## config.mk

```make
export PLATFORM = sky130hd
export DESIGN_NAME = endgame_ctrl
export DESIGN_NICKNAME = d
export VERILOG_FILES = /design/src/rtl/endgame_ctrl.sv
export SDC_FILE = /design/constraint.sdc
export NUM_CORES = 1
export LEC_CHECK = 0
export ABC_CLOCK_PERIOD_IN_PS = 1600
export CAP_MARGIN = 30
export CORE_ASPECT_RATIO = 0.5
export CORE_UTILIZATION = 49
export CTS_CLUSTER_SIZE = 28
export DETAILED_ROUTE_END_ITERATION = 8
export PLACE_DENSITY = 0.84
export SETUP_SLACK_MARGIN = 0.4
export SLEW_MARGIN = 25
export SYNTH_ARGS = -nofsm -noshare
export SYNTH_HDL_FRONTEND = slang
export SYNTH_SLANG_ARGS = --single-unit
```

## constraint.sdc

```tcl
create_clock -name pclk -period 1.6 [get_ports pclk]
set_input_delay 0.32 -clock pclk [delete_from_list [all_inputs] [get_ports pclk]]
set_output_delay 0.32 -clock pclk [all_outputs]
set_load 0.01 [all_outputs]
```

## src/rtl/endgame_ctrl.sv

```systemverilog
// Endgame session controller: IDLE/RUN/END sequencing, game clock (s.hh), pair counting, win/time-out decision.
// All outputs registered; start and pair_found act on the sampling edge; no backpressure (pulse inputs only).
module endgame_ctrl #(
  parameter int TICK_DIV     = 650000,
  parameter int TIME_LIMIT_S = 60,
  parameter int PAIRS_TOTAL  = 8
) (
  input  logic        pclk,
  input  logic        rst,
  input  logic        start,
  input  logic        pair_found,
  output logic        running,
  output logic        enable,
  output logic        game_over_en,
  output logic [7:0]  discovered_pairs_ctr,
  output logic [12:0] game_time
);

  localparam int PW = (TICK_DIV > 2) ? $clog2(TICK_DIV) : 1;

  typedef enum logic [1:0] {S_IDLE, S_RUN, S_END} state_t;

  state_t        state_q, state_d;
  logic [PW-1:0] presc_q, presc_d;
  logic [5:0]    sec_q, sec_d, sec_inc;
  logic [6:0]    hund_q, hund_d, hund_inc;
  logic [7:0]    pairs_q, pairs_d;
  logic          go_q, go_d;
  logic          tick, time_up, win;

  always_comb begin
    tick = (presc_q == PW'(TICK_DIV - 1));
    if (hund_q == 7'd99) begin
      hund_inc = 7'd0;
      sec_inc  = sec_q + 6'd1;
    end else begin
      hund_inc = hund_q + 7'd1;
      sec_inc  = sec_q;
    end
    // The limit can only be reached through a hundredths carry.
    time_up = tick && (hund_q == 7'd99) && (sec_inc == 6'(TIME_LIMIT_S));
    win     = pair_found && ((pairs_q + 8'd1) == 8'(PAIRS_TOTAL));
  end

  always_ff @(posedge pclk) begin
    if (rst) state_q <= S_IDLE;
    else     state_q <= state_d;
  end

  always_comb begin
    state_d = state_q;
    case (state_q)
      S_IDLE:  if (start) state_d = S_RUN;
      S_RUN:   if (win || time_up) state_d = S_END;
      S_END:   if (start) state_d = S_RUN;
      default: state_d = S_IDLE;
    endcase
  end

  always_comb begin
    running = (state_q == S_RUN);
    enable  = (state_q == S_END);
  end

  always_comb begin
    presc_d = presc_q;
    sec_d   = sec_q;
    hund_d  = hund_q;
    pairs_d = pairs_q;
    go_d    = go_q;
    if ((state_q != S_RUN) && start) begin
      presc_d = '0;
      sec_d   = '0;
      hund_d  = '0;
      pairs_d = '0;
      go_d    = 1'b0;
    end else if (state_q == S_RUN) begin
      presc_d = tick ? '0 : presc_q + PW'(1);
      if (tick) begin
        sec_d  = sec_inc;
        hund_d = hund_inc;
      end
      if (pair_found) pairs_d = pairs_q + 8'd1;
      // A win in the same cycle as the time-out still counts as a win.
      if (win)          go_d = 1'b0;
      else if (time_up) go_d = 1'b1;
    end
  end

  always_ff @(posedge pclk) begin
    if (rst) begin
      presc_q <= '0;
      sec_q   <= '0;
      hund_q  <= '0;
      pairs_q <= '0;
      go_q    <= 1'b0;
    end else begin
      presc_q <= presc_d;
      sec_q   <= sec_d;
      hund_q  <= hund_d;
      pairs_q <= pairs_d;
      go_q    <= go_d;
    end
  end

  assign game_over_en         = go_q;
  assign discovered_pairs_ctr = pairs_q;
  assign game_time            = {sec_q, hund_q};

endmodule

```

==> impl_metrics.json, run 1 <==
{
  "run_status": "complete, but fails checks",
  "violations": "setup timing",
  "syn-cell-area_sq_um": 2210,
  "crit_slowest_cell": "dfxtp_4",
  "slew_headroom_pct": 74.2,
  "yosys_warnings": 0,
  "synthTopCellsByCount": "44 x dfxtp_1, 42 x nor2_1, 19 x nand2_1, 19 x xnor2_1, 16 x xor2_1",
  "whs_ps": 566,
  "routed_via_density": 6.90,
  "min_period_ps": 1870,
  "netlist.area_leader.share_pct": 39.8,
  "use_met3_pct": 9.36,
  "fin_area_sq_um": 3910,
  "rsz0062_at_grt": "true",
  "antenna_found_initial": 1,
  "ys_ff_latch": 44,
  "crit_arrival_ps": 2100,
  "dp_hpwl_microns": 3780,
  "worst_pin_slew_ps": 384,
  "drt-initial-drc-count": 357,
  "hold_violations": 0,
  "critical_path_buf_inv_count": 0,
  "yosysMostFrequentCell": "dfxtp_1",
  "die-area_sq_um": 4800,
  "synth_cells": 246,
  "clock_latency_ps": 320,
  "coreArea_sq_um": 4100,
  "async_flop_share_pct": 0,
  "slew_violations": 0,
  "busiest_layer": "met2",
  "clock-root-buffer": "clkbuf_8",
  "initial_utilization_pct": 53.9,
  "grt_use_met2_pct": 62.9,
  "syn_nets": 254,
  "vias": 2879,
  "use_met1_pct": 42.7,
  "placed_area_sq_um": 2960,
  "fp.dieW_microns": 97.0,
  "cap_violations": 0,
  "total_leakage_power_uw": 0.00157,
  "fin_skew_ps": 18.4,
  "max_freq_mhz": 535,
  "drive_above_1_share_pct": 61.2,
  "grt_pass1_wl_microns": 13400,
  "synth_top_area_cell": "dfxtp_1",
  "clock_path_buffers": 2,
  "synthDistinctLibCells": 47,
  "ant_nets": 0,
  "nNetsFinal": 370,
  "grtUsageTotal_pct": 36.8,
  "ir_worst_vdd_uv": 519,
  "grt_pass1_vias": 2489,
  "first_pass_iters": 5,
  "setup_viol": 35,
  "drc": 0,
  "post-route-period-util_pct": 117,
  "grt_overflow": 0,
  "total_power_uw": 2190,
  "diodes": 0,
  "startpoint_type": "flip-flop",
  "syn_area_per_cell_sq_um": 8.99,
  "ys_top_cells_by_area": "dfxtp_1 40%, xnor2_1 7.5%, nor2_1 7.1%",
  "wirelength_microns": 12100,
  "rows": 16,
  "crit_top_cell": "nor3_2",
  "avgRoutedWirePerCell_microns": 29.0,
  "cts.sinks": 44,
  "layout_setup_ws_ps": -268,
  "io_buffers": 27,
  "dp_slack_ps": -111,
  "syn2layout_area_growth_pct": 76.6,
  "cts_made_buffers": 5,
  "hp-class": "flip-flop to flip-flop",
  "crit_required_ps": 1840,
  "end_kind": "flip-flop",
  "clk_pin_slew_ps": 100,
  "synth-edff-count": 0,
  "path_cells": "ha_4, xor2_2, o2111ai_2, nor4_4, nor3_2, nor3_2",
  "powerDensity_nw_per_um2": 561,
  "routabilityCongestion": 0.830,
  "die_y_microns": 49.5,
  "h-tree-depth": 2,
  "critPathTopFamily": "simple AND/OR/NAND/NOR gates",
  "worstSetupPathType": "flip-flop to flip-flop",
  "grt_max_degree": 15,
  "cts_tree": "done",
  "cpPeakStageDelay_ps": 420,
  "synth_ff_type": "dfxtp_1",
  "path_max_fanout": 7,
  "synth_sequential_area_ratio_pct": 39.8,
  "ios": 28
}
==> final cells by class <==
| cell class | instances | area, sq um |
|---|---|---|
| tap | 54 | 67.6 |
| timing repair buffer | 114 | 1040 |
| clock inverter | 1 | 8.76 |
| sequential | 44 | 955 |
| multi-input combinational | 193 | 1710 |
| clock buffer | 7 | 108 |
| inverter | 4 | 20.0 |
| fill | 91 | 196 |
==> routing by layer <==
| layer | vias up | wire (microns) |
|---|---|---|
| li1 | 1093 | - |
| met1 | 1337 | 4490 |
| met2 | 335 | 4900 |
| met3 | 114 | 1840 |
| met4 | 0 | 847 |
| met5 | - | 0 |
==> path summary, 6_finish.rpt <==
path,start,end,slack [ps],cells past startpoint
setup reg to reg,sec_q[1],state_q[1],-270,6
hold / removal,sec_q[3],sec_q[3],570,1
hold reg to reg,sec_q[3],sec_q[3],570,1
setup / recovery,sec_q[1],state_q[1],-270,6
==> flip-flops by register name, summed over array words and instances (netlist names) <==
name and flops:
discovered_pairs_ctr 8, sec_q 6, game_over_en 1, hund_q 7, presc_q 20, state_q 2
==> logic make-up after synthesis <==
logic type	count (synthesis)	synth area share, %
adder cells (fa/ha/maj)	4	2.26
buffers and inverters	10	2.21
AO/OA/AOI/OAI	22	7.47
AND/OR/NAND/NOR	131	34.4
flip-flops	44	39.8
XOR/XNOR	35	13.9
==> timing repair <==
item                       in CTS  in global routing
setup endpoints to repair      68                 67
gates resized for setup       174                 61
hold buffers                    0                  0
gates cloned                    1                  1
buffers inserted               22                 21
pin swaps                      30                 23
==> power breakdown <==
group / switching [uW] / leakage, uW / internal (uW)
registers: 10.2 / 0.000376 / 1080
clock network: 459 / 0.0000596 / 449
logic: 110 / 0.00113 / 81.9
==> metrics by stage <==
| stage | cells | utilization [%] | TNS [ps] |
|---|---|---|---|
| 2_1_floorplan | 246 | - | 0 |
| 3_3_place_gp | 364 | 72.0 | -115 |
| 3_5_place_dp | 364 | 72.0 | -930 |
| 4_1_cts | 395 | 85.5 | -40.7 |
| 5_1_grt | 417 | 95.2 | -5810 |
| 6_report | 417 | 95.2 | -5380 |
==> layout by cell type, fill, tap and decap left out, drive strengths merged, types with 4 or more instances in the layout <==
master	instances
ha	4
nand2	19
nor4	6
nor3	13
nand3	17
buf	110
nand4	9
xor2	16
a21oi	8
nor2	42
clkbuf	8
xnor2	19
inv	4
or3	4
dfxtp	44
(Power assumes the default switching activity.)
==> inputs of run 2 (changes only) <==
Settings changed: HOLD_SLACK_MARGIN set to 0.15.
==> results of run 2 <==
The final DEF is identical to that of run 1; final timing and power are the same.
==> inputs of run 3 (changes only) <==
Settings changed: ABC_CLOCK_PERIOD_IN_PS 1600 to 1950, CORE_UTILIZATION 49 to 50, PLACE_DENSITY 0.84 to 0.82, TNS_END_PERCENT set to 1.
Clock period 1.6 ns to 1.95 ns, I/O delays scaled along.
==> impl_metrics.json, run 3 (synthesized netlist as in run 1, its figures left out) <==
{
  "run_status": "finished, final reports clean",
  "antenna_found_initial": 0,
  "drive_above_1_share_pct": 27.3,
  "grt_pass1_wl_microns": 7900,
  "cpPeakStageDelay_ps": 490,
  "initial_utilization_pct": 54.4,
  "r2r_slack_ps": 80,
  "crit_slowest_cell": "a21oi_1",
  "first_pass_iters": 6,
  "fp.dieW_microns": 96.1,
  "startpoint_type": "flip-flop",
  "routabilityCongestion": 0.833,
  "regMostFlops": "presc_q",
  "worstSetupPathType": "flip-flop to flip-flop",
  "rows": 16,
  "cts_made_buffers": 5,
  "slew_violations": 0,
  "grt_max_degree": 22,
  "cts_tree": "done",
  "syn2layout_area_growth_pct": 37.5,
  "diodes": 0,
  "path_cells": "nand2b_1, buf_4, a21oi_1, o21a_1, a21oi_4, nor2_1",
  "cp-startpoint": "state_q[1]",
  "regToRegEndpoint": "hund_q[4]",
  "slew_headroom_pct": 61.2,
  "crit_required_ps": 2180,
  "drt-initial-drc-count": 103,
  "clock-root-buffer": "clkbuf_8",
  "rr_worst_depth": 6,
  "hp-class": "flip-flop to flip-flop",
  "grt_pass1_vias": 1800,
  "clock_path_buffers": 2,
  "clk_pin_slew_ps": 90,
  "critical_path_buf_inv_count": 1,
  "post-route-period-util_pct": 95.6,
  "layout.cells.most_common_list": "42 x nor2_1, 29 x dfxtp_1, 25 x clkdlybuf4s50_1, 24 x buf_4",
  "io_buffers": 27,
  "powerDensity_nw_per_um2": 523,
  "grtUsageTotal_pct": 21.9,
  "rsz0062_at_grt": "true",
  "layout_commonest_cell": "nor2_1",
  "fin_skew_ps": 9.56,
  "worst_pin_slew_ps": 582,
  "coreArea_sq_um": 4060,
  "wirelength_microns": 6050,
  "ant_nets": 0,
  "avgRoutedWirePerCell_microns": 16.9,
  "min_period_ps": 1870,
  "grt_overflow": 0,
  "nNetsFinal": 311,
  "critPathTopFamily": "compound AO/OA/AOI/OAI gates",
  "end_kind": "flip-flop",
  "crit_path_end": "hund_q[4]",
  "rr_startpoint": "state_q[1]",
  "path_depth": 6,
  "setup_tns_ps": 0,
  "routed_via_density": 5.74,
  "cap_violations": 0,
  "drc": 0,
  "hold_violations": 0,
  "placed_area_sq_um": 2620,
  "cts.sinks": 44,
  "vias": 2055,
  "max_freq_mhz": 536,
  "die_y_microns": 49.0,
  "dp_hpwl_microns": 3510,
  "die-area_sq_um": 4710,
  "path_max_fanout": 6,
  "fin_area_sq_um": 3040,
  "ios": 28,
  "largest_register_ffs": 20,
  "ir_worst_vdd_uv": 360,
  "crit_arrival_ps": 2100,
  "h-tree-depth": 2,
  "total_leakage_power_uw": 0.00111,
  "clock_latency_ps": 300,
  "setup_viol": 0
}
## run 3: changes by cell type in the layout (fill, tap and decap cells not counted), moves of 7 or more
cell | before | now
dfxtp_1 | 9 | 29
clkdlybuf4s50_1 | 1 | 25
buf_4 | 56 | 24
buf_6 | 44 | 0
dfxtp_4 | 12 | 2
buf_2 | 7 | 0
dfxtp_2 | 23 | 13
## run 3: area by class of cell
cell class	count	area, sq um
repair buffers	55	528
well taps	54	67.6
clock inverters	2	10.0
clock buffers	6	82.6
flip-flops and latches	44	905
multi-input cells	193	1430
inverters	4	15.0
fillers	269	1020
## run 3: how the worst min path moves through the flow
stage,to,cells after the start,slack (ps),start
2_1_floorplan,presc_q[1],2,450,presc_q[1]
3_3_place_gp,presc_q[1],2,460,presc_q[1]
3_5_place_dp,presc_q[1],2,470,presc_q[1]
4_1_cts,presc_q[1],2,480,presc_q[1]
5_1_grt,presc_q[1],2,500,presc_q[1]
6_report,presc_q[1],2,480,presc_q[1]
## run 3: worst min-delay path: cells and delay by family, from the launching register on
kind             cells  cell delay [ps]
AO/OA/AOI/OAI        1               50
flip-flops           1              340
AND/OR/NAND/NOR      1               50
## run 3: per-layer routing
layer / vias up / global-route usage [%] / routed length, microns / share of wire (%)
li1: 975 / - / - / -
met1: 988 / 26.1 / 2560 / 42
met2: 80 / 37.9 / 3090 / 51
met3: 12 / 5.92 / 299 / 4.9
met4: 0 / 7.21 / 105 / 1.7
met5: - / 0 / 0 / 0
## run 3: through the flow
stage / hold slack, ps / total power, uW / instances / util [%] / worst slack (ps)
finish: 477 / 1590 / 358 / 74.8 / 84.8
global route: 496 / 1640 / 358 / 74.8 / 34.7
CTS: 480 / 1580 / 341 / 67.1 / 131
detailed placement: 469 / 1000 / 333 / 64.4 / 74.3
global placement: 458 / 1000 / 333 / 64.4 / 118
floorplan: 449 / 971 / 246 / - / 396
## run 3: what timing repair did
item	in CTS	in global routing
resized for setup	5	42
gates cloned	0	1
setup endpoints to repair	59	62
pin swaps	0	14
setup buffers	0	16
hold buffers	0	0
## run 3: power by group
part	total (uW)	switching, uW	internal, uW
Sequential	906	6.26	900
Combinational	88.3	55.5	32.7
Clock	596	313	283
Total	1590	375	1220
